**src/rtl/vga_sprite_compositor.sv**
```systemverilog
// Composites NUM_SPRITES rectangular sprites over a background with a 2-stage
// registered pipeline, tear-free config commit and sprite-0 collision flags.
// Optional colour-key transparency is enabled with `define TRANSPARENCY_KEY_EN.
module vga_sprite_compositor #(
   parameter int NUM_SPRITES = 4,
   parameter int COORD_W     = 11,
   parameter int COLOR_W     = 8,
   parameter int SPRITE_W    = 40,
   parameter int SPRITE_H    = 40,
   parameter int H_ACTIVE    = 640,
   parameter int V_ACTIVE    = 480
`ifdef TRANSPARENCY_KEY_EN
   ,
   parameter logic [3*COLOR_W-1:0] KEY_RGB =
      {{COLOR_W{1'b1}}, {COLOR_W{1'b0}}, {COLOR_W{1'b1}}}
`endif
) (
   input  logic                               clk,
   input  logic                               rst_n,
   input  logic [COORD_W-1:0]                 counth,
   input  logic [COORD_W-1:0]                 countv,
   input  logic [NUM_SPRITES*3*COLOR_W-1:0]   spr_rgb,
   input  logic [COLOR_W-1:0]                 backgroundr,
   input  logic [COLOR_W-1:0]                 backgroundg,
   input  logic [COLOR_W-1:0]                 backgroundb,
   input  logic                               cfg_valid,
   output logic                               cfg_ready,
   input  logic [$clog2(NUM_SPRITES)-1:0]     cfg_idx,
   input  logic [COORD_W-1:0]                 cfg_x,
   input  logic [COORD_W-1:0]                 cfg_y,
   input  logic                               cfg_en,
   output logic [COLOR_W-1:0]                 vga_r,
   output logic [COLOR_W-1:0]                 vga_g,
   output logic [COLOR_W-1:0]                 vga_b,
   output logic [NUM_SPRITES-1:0]             hit_mask,
   output logic                               collision,
   output logic                               collision_last
);

   localparam int IDX_W = $clog2(NUM_SPRITES);
   localparam int RGB_W = 3 * COLOR_W;
   localparam int XW    = COORD_W + 1;

   logic [COORD_W-1:0]           pend_x [NUM_SPRITES];
   logic [COORD_W-1:0]           pend_y [NUM_SPRITES];
   logic [NUM_SPRITES-1:0]       pend_en;
   logic [COORD_W-1:0]           shd_x  [NUM_SPRITES];
   logic [COORD_W-1:0]           shd_y  [NUM_SPRITES];
   logic [NUM_SPRITES-1:0]       shd_en;

   logic                         frame_start;
   logic                         cfg_wr;
   logic [NUM_SPRITES-1:0]       hit_c;
   logic [XW-1:0]                h_ext, v_ext, eff_x, eff_y;
   logic                         eff_en;

   logic [NUM_SPRITES-1:0]       s1_hit;
   logic                         s1_active;
   logic [NUM_SPRITES*RGB_W-1:0] s1_rgb;
   logic [RGB_W-1:0]             s1_bg;
   logic [NUM_SPRITES-1:0]       opaque;
   logic [RGB_W-1:0]             pix_c;
   logic                         coll_set;

   assign frame_start = (counth == '0) && (countv == '0);
   assign cfg_ready   = !frame_start;
   assign cfg_wr      = cfg_valid && cfg_ready;
   assign h_ext       = {1'b0, counth};
   assign v_ext       = {1'b0, countv};

   // Out-of-range indices match no sprite, so such writes are dropped.
   always_ff @(posedge clk or negedge rst_n) begin
      if (!rst_n) begin
         for (int i = 0; i < NUM_SPRITES; i++) begin
            pend_x[i] <= '0;
            pend_y[i] <= '0;
            shd_x[i]  <= '0;
            shd_y[i]  <= '0;
         end
         pend_en <= '0;
         shd_en  <= '0;
      end else begin
         for (int i = 0; i < NUM_SPRITES; i++) begin
            if (cfg_wr && (cfg_idx == IDX_W'(i))) begin
               pend_x[i]  <= cfg_x;
               pend_y[i]  <= cfg_y;
               pend_en[i] <= cfg_en;
            end
            if (frame_start) begin
               shd_x[i]  <= pend_x[i];
               shd_y[i]  <= pend_y[i];
               shd_en[i] <= pend_en[i];
            end
         end
      end
   end

   // Pending values are bypassed in the commit cycle so pixel (0,0) already
   // sees the new frame's positions.
   always_comb begin
      hit_c  = '0;
      eff_x  = '0;
      eff_y  = '0;
      eff_en = 1'b0;
      for (int i = 0; i < NUM_SPRITES; i++) begin
         eff_x  = frame_start ? {1'b0, pend_x[i]} : {1'b0, shd_x[i]};
         eff_y  = frame_start ? {1'b0, pend_y[i]} : {1'b0, shd_y[i]};
         eff_en = frame_start ? pend_en[i] : shd_en[i];
         hit_c[i] = eff_en
                  && (h_ext >= eff_x) && (h_ext < eff_x + XW'(SPRITE_W))
                  && (v_ext >= eff_y) && (v_ext < eff_y + XW'(SPRITE_H));
      end
   end

   always_ff @(posedge clk or negedge rst_n) begin
      if (!rst_n) begin
         s1_hit    <= '0;
         s1_active <= 1'b0;
         s1_rgb    <= '0;
         s1_bg     <= '0;
      end else begin
         s1_hit    <= hit_c;
         s1_active <= (counth < COORD_W'(H_ACTIVE)) && (countv < COORD_W'(V_ACTIVE));
         s1_rgb    <= spr_rgb;
         s1_bg     <= {backgroundr, backgroundg, backgroundb};
      end
   end

`ifdef TRANSPARENCY_KEY_EN
   always_comb begin
      opaque = '0;
      for (int i = 0; i < NUM_SPRITES; i++)
         opaque[i] = s1_hit[i] && (s1_rgb[i*RGB_W +: RGB_W] != KEY_RGB);
   end
`else
   assign opaque = s1_hit;
`endif

   // Walk from lowest priority upward so sprite 0 is applied last.
   always_comb begin
      pix_c = s1_bg;
      for (int i = NUM_SPRITES - 1; i >= 0; i--)
         if (opaque[i]) pix_c = s1_rgb[i*RGB_W +: RGB_W];
   end

   assign coll_set = s1_active && opaque[0] && (|(opaque >> 1));

   always_ff @(posedge clk or negedge rst_n) begin
      if (!rst_n) begin
         vga_r          <= '0;
         vga_g          <= '0;
         vga_b          <= '0;
         hit_mask       <= '0;
         collision      <= 1'b0;
         collision_last <= 1'b0;
      end else begin
         if (s1_active) begin
            {vga_r, vga_g, vga_b} <= pix_c;
            hit_mask              <= s1_hit;
         end else begin
            {vga_r, vga_g, vga_b} <= '0;
            hit_mask              <= '0;
         end
         if (frame_start) begin
            collision_last <= collision || coll_set;
            collision      <= 1'b0;
         end else if (coll_set) begin
            collision <= 1'b1;
         end
      end
   end

endmodule
```
**config.mk**
```make
export PLATFORM = sky130hd
export DESIGN_NAME = vga_sprite_compositor
export DESIGN_NICKNAME = d
export VERILOG_FILES = /design/src/rtl/vga_sprite_compositor.sv
export SDC_FILE = /design/constraint.sdc
export NUM_CORES = 1
export LEC_CHECK = 0
export BUFFER_PORTS_ARGS = -buffer_cell sky130_fd_sc_hd__buf_2
export CAP_MARGIN = 20
export CORE_UTILIZATION = 55
export CTS_CLUSTER_SIZE = 12
export DETAILED_ROUTE_END_ITERATION = 10
export GPL_TIMING_DRIVEN = 0
export HOLD_SLACK_MARGIN = 0.1
export PLACE_DENSITY = 0.75
export SYNTH_ARGS = -nofsm -noshare
export SYNTH_HDL_FRONTEND = slang
export SYNTH_SLANG_ARGS = --single-unit
```
**constraint.sdc**
```tcl
create_clock -name clk -period 3.4 [get_ports clk]
set_clock_uncertainty 0.2 [all_clocks]
set_input_delay 0.34 -clock clk [delete_from_list [all_inputs] [get_ports clk]]
set_output_delay 0.34 -clock clk [all_outputs]
set_load 0.1 [all_outputs]
```
After elaboration in Yosys (flattened, before gate mapping):

Cells that the tools add are included.

* register bits: 339
* bits in latches: 0
* RAM bits: 0
* ROM bits: 0
* input bits: 170
* output and inout bits: 31
* word-level logic and storage cells: 114
* memories kept: 0

* add/subtract/negate cells: 8
* multiply operators: 0
* divide/modulo/power cells: 0
* magnitude comparators: 18
* equal/unequal tests: 3
* shifts and indexed selects: 0
* muxes and demuxes: 22
* bitwise gates (word level): 0
* reductions and logical operators: 32

Operators with widths (number)
* $add 11x6->12 const B: 8
* $lt 11x12->1: 8
* $mux 24: 4
* $ge 11x11->1: 8
* $mux 11: 8
* $logic_and 1x1->1: 25
* $mux 8: 3
* $logic_not 11->1: 2
* $lt 11x10->1 const B: 1
* $lt 11x9->1 const B: 1
* $mux 1: 6
* $eq 2x2->1 const B: 2
* $mux 4: 1
* $reduce_or 3->1: 1
* $eq 2x1->1 const B: 1
* $logic_not 2->1: 1
* $reduce_bool 2->1: 1
* $logic_not 1->1: 1
* $logic_or 1x1->1: 1

Longest topological paths before layout:

* depth after elaboration: 8
* depth in mapped cells: 21
* gate-level depth less buffers: 18

Least setup slack after synthesis:

No wires, ideal clock.

* path kind: input-to-reg
* from: input port countv[2]
* to: register s1_hit[0], in the netlist opaque[0]
* library setup time: 0.120 ns
* arrival: 4.141 ns
* required time: 3.080 ns
* setup slack: -1.062 ns
* stages on the path: 18
* cell sequence: nor4_1 nand4_1 nor2_4 inv_4 buf_6 buf_2 buf_2 buf_1 nand2_1 nand2_1 ha_1 nand2b_1 a211o_1 o2111ai_1 nand2_1 maj3_1 a31o_1 and4_1

* word-level cells in the longest chain between the ends: 8
* elaborated cells between the ends (all ways): 15

Ends and longest elaborated chain
* start: declaration: line 21 `input logic [COORD_W-1:0] countv,`
* $logic_not 11->1: line 65 `assign frame_start = (counth == '0) && (countv == '0);`
* $logic_and 1x1->1: line 65
* $mux 11: line 106 `eff_x = frame_start ? {1'b0, pend_x[i]} : {1'b0, shd_x[i]};`
* $add 11x6->12 or $ge 11x11->1 (tied branches): line 110 `&& (h_ext >= eff_x) && (h_ext < eff_x + XW'(SPRITE_W))`
* $lt 11x12->1 or $logic_and 1x1->1 (tied branches): line 110
* $logic_and 1x1->1: line 110
* $logic_and 1x1->1: line 111 `&& (v_ext >= eff_y) && (v_ext < eff_y + XW'(SPRITE_H));`
* $logic_and 1x1->1 *: line 111
* via hit_c[0]: line 53 `logic [NUM_SPRITES-1:0] hit_c;`
* end signal: assignment: line 122 `s1_hit <= hit_c;`
* end: declaration: line 57 `logic [NUM_SPRITES-1:0] s1_hit;`

The timed path passes the listed nets; every way through them passes the cells marked *.
A chain may end at the register's enable or synchronous reset.

Final worst setup path:

* from: input port countv[1]
* to: register s1_hit[2], in the netlist opaque[2]

The elaborated chain is that of the path after synthesis.

==> summary.md <==
| Metric | Value |
|---|---|
| Final Hold Fails | `0` |
| Wire per inst | `~21 um` |
| Initial antenna violation count | `3` |
| TritonCTS buffer count | `37` |
| Mapped Nets | `about 1,800` |
| Full die area | `just over 0.03 sq mm` |
| Hold path depth | `3` |
| Peak supply drop | `between 300 and 400 uV` |
| # IOs | `around 200` |
| FMAX | `between 200 and 300 MHz` |
| Reg2reg path depth | `13` |
| Yosys warns | `0` |
| Placed cell area | `approximately 0.018 sq mm` |
| H-tree Lvls | `2` |
| Slowest CP cell | `nor4_4` |
| Vias | `between 10,000 and 15,000` |
| # fillers | `1,902` |
| Largest net degree at the start of global routing | `around 120` |
| Worst path arrival time | `slightly above 4 ns` |
| Critical path required time | `between 3 and 4 ns` |
| Largest area contributor in the netlist | `dfrtp_1` |
| Unrepaired setup endpoints after global routing | `true` |
| Final period utilization | `1.15` |
| Crit. End Element | `flip-flop` |
| Vias in the first global route | `13,600` |
| Reg-to-reg endpoint | `opaque[3]$_DFF_PN0_` |
| Failing checks | `setup timing` |
| Most common cell on crit path | `buf_12` |
| Total negative slack | `-1.60 ns` |
| IO Port Bufs | `200` |
| Worst reg2reg startpoint | `pend_y[3]$_DFFE_PN0P_` |
| Yosys reg bits | `around 340` |
| First-pass GRT wire length | `about 75,000 um` |
| DRC | `0` |
| Die Y | `176 um` |
| CTS clk-pin slew, worst paths | `~0.060 ns` |
| Async SR Flop Fraction | `1.00` |
| Final wirelength | `48,400 um` |
| Initial Utilization | `0.561` |
| Root Driver | `clkbuf_16` |
| Area of the multi-input gates | `0.00800 sq mm` |
| TritonCTS clock tree | `built` |
| EDFF count, synth | `0` |
| Crit-path cells | `buf_2 -> nor4_4 -> nand2_2 -> nor2_4 -> clkinv_4 -> buf_12 -> buf_12 -> buf_12 -> buf_12 -> mux2i_4 -> inv_2 -> ha_4 -> nor3_4 -> nor4_4 -> xnor2_1 -> ha_1 -> a211o_1 -> a21oi_2 -> o21ai_2 -> a31oi_1 -> a21oi_1 -> nor4_2` |
| Critical Path Source Type | `primary input` |
| Crit Path Category | `in -> reg` |
| Clk Latency, worst-skew pair | `approximately 0.54 ns` |
| Router iterations before antenna repair | `5` |
| Avg Cell Area, Syn | `about 11 sq um` |
| Detailed placement HPWL | `31,300 um` |
| Hold crit path type | `in -> reg` |
| Post-route ant nets | `0` |
| Mapped Area | `between 0.015 and 0.02 sq mm` |
| Fin util | `0.742` |
| Core area | `0.0297 sq mm` |
| Area delta synth->final | `32.2%` |
| Longest Clk Path Bufs | `3` |
| DRT iter0 DRCs | `around 1,100` |
| Number of max-cap violations | `0` |
| Post-synth cell types | `between 50 and 60` |
| Routability cong. | `between 0.9 and 1` |
| P per Cell Area | `433 mW/mm^2` |
| Total power | `roughly 0.0095 W` |
| Prevailing post-synth register cell | `dfrtp_1` |
| Count leader, synth | `dfrtp_1` |
| Post-Layout Inst Area | `between 0.02 and 0.025 sq mm` |
| Via density | `~5.7` |
| Synth Instances | `approximately 1,500` |
| Fin nets | `2,264` |
| Synth top cells by count | `dfrtp_1 (339), nand2_1 (161), ha_1 (156)` |
| CTS sink count | `339` |
| Seq/Total Area, Yosys | `0.509` |
| FF/Latch Area | `roughly 0.0085 sq mm` |
| Worst-path fanout max | `5` |
| Hold Startpoint | `cfg_idx[1]` |
| Final worst setup slack | `-0.509 ns` |
| Status | `finished with violations` |
| Delay of the slowest cell on the worst path | `0.34 ns` |
| Most area-consuming cells after synthesis | `dfrtp_1 (51%), ha_1 (12%), mux2_2 (6.4%)` |
| Grt ovf | `0` |
| Rel. slew slack | `0.396` |
| Layout cells sized above 1 | `0.257` |
| Row count | `63` |
| Shortest period the worst path allows | `around 3.9 ns` |
| Least-Margin Pin Slew | `0.906 ns` |
| Final Setup Violations | `4` |
| Slew Viols, Final | `0` |
| Worst hold endpoint | `pend_en[2]$_DFFE_PN0P_` |
| All-layer global routing usage | `0.316` |
| Top cell type's share of synthesized area | `0.509` |
| R2r setup slk | `around 0.12 ns` |
| Leakage | `10.7 nW` |
| Die W | `around 180 um` |
==> power breakdown <==
| part | internal [W] | switching (W) |
|---|---|---|
| Sequential | 0.00432 | 0.000187 |
| Clock | 0.00239 | 0.00162 |
| Combinational | 0.000519 | 0.000504 |
==> placed cells by master (no fill, tap or decap), drive strengths merged, types with 20 or more instances in the layout <==
master and count:
a21oi 98, and2 28, buf 277, clkbuf 74, dfrtp 339, dlygate4sd3 146, ha 156, inv 106
mux2 96, mux2i 88, nand2 161, nand3 20, nor2 79, o21ai 73, xnor2 43
==> critical path, delay by kind of cell <==
| family | cells | cell delay [ns] |
|---|---|---|
| buffers and inverters | 7 | 0.90 |
| AO/OA/AOI/OAI | 5 | 0.70 |
| AND/OR/NAND/NOR | 6 | 1.34 |
| XOR/XNOR | 1 | 0.15 |
| adder cells (fa/ha/maj) | 2 | 0.49 |
| multiplexers | 1 | 0.18 |
==> logic make-up (layout without fill, tap and decap cells) <==
kind of cell	Yosys count	after routing	share of synthesized area
other	0	3	0
multiplexers	184	184	0.118
flip-flops	339	339	0.509
AND/OR/NAND/NOR	364	364	0.101
XOR/XNOR	45	45	0.0236
AO/OA/AOI/OAI	256	256	0.0907
buffers and inverters	153	613	0.0395
adder cells (fa/ha/maj)	159	159	0.119
==> worst max-delay path by stage <==
stage / startpoint / endpoint / slack (ns) / depth (start not counted)
after floorplan: countv[3] / opaque[2]$_DFF_PN0_ / -0.42 / 21
after CTS: countv[2] / opaque[2]$_DFF_PN0_ / -0.53 / 22
after detailed placement: counth[3] / opaque[2]$_DFF_PN0_ / -1.78 / 22
after global routing: countv[1] / opaque[2]$_DFF_PN0_ / -0.58 / 22
after global placement: rst_n / shd_y[3]$_DFFE_PN0N_ / -4.52 / 1
final: countv[1] / opaque[2]$_DFF_PN0_ / -0.51 / 22
==> sequential cells by signal, summed over array words and instances, names as in the netlist <==
| signal | cells |
|---|---|
| shd_x | 44 |
| hit_mask | 4 |
| collision_last | 1 |
| s1_rgb | 96 |
| s1_active | 1 |
| shd_en | 4 |
| collision | 1 |
| opaque | 4 |
| pend_en | 4 |
| shd_y | 44 |
| pend_y | 44 |
| vga_r | 8 |
| pend_x | 44 |
| vga_b | 8 |
| s1_bg | 24 |
| vga_g | 8 |
==> per-layer routing <==
layer / vias to the layer above / GRT usage / part of all wire
li1: 6103 / - / -
met1: 6490 / 0.399 / 0.41
met2: 573 / 0.525 / 0.47
met3: 132 / 0.0624 / 0.070
met4: 0 / 0.148 / 0.045
met5: - / 0 / 0
==> what timing repair did <==
action                     CTS  global route
hold buffers               146             0
gates resized for setup    119            43
hold endpoints to repair   325             0
setup buffers               41            11
setup endpoints to repair    4             4
pin swaps                   51            33
==> per-stage QoR <==
step | hold slack [ns] | instances | setup WS, ns
2_1_floorplan | -0.156 | 1500 | -0.423
3_3_place_gp | 0.249 | 2090 | -4.52
3_5_place_dp | 0.249 | 2093 | -1.78
4_1_cts | 0.234 | 2340 | -0.534
5_1_grt | 0.240 | 2351 | -0.585
6_report | 0.239 | 2353 | -0.509
==> final cells by class <==
class / instances / area share
Clock inverter: 10 / 0.00687
Multi-Input combinational cell: 1008 / 0.363
Inverter: 106 / 0.0183
Antenna cell: 3 / 0.000341
Timing Repair Buffer: 400 / 0.140
Buffer: 46 / 0.0172
Sequential cell: 339 / 0.385
Clock buffer: 51 / 0.0476
Tap cell: 390 / 0.0221
Power figures use the tool's default switching activity.
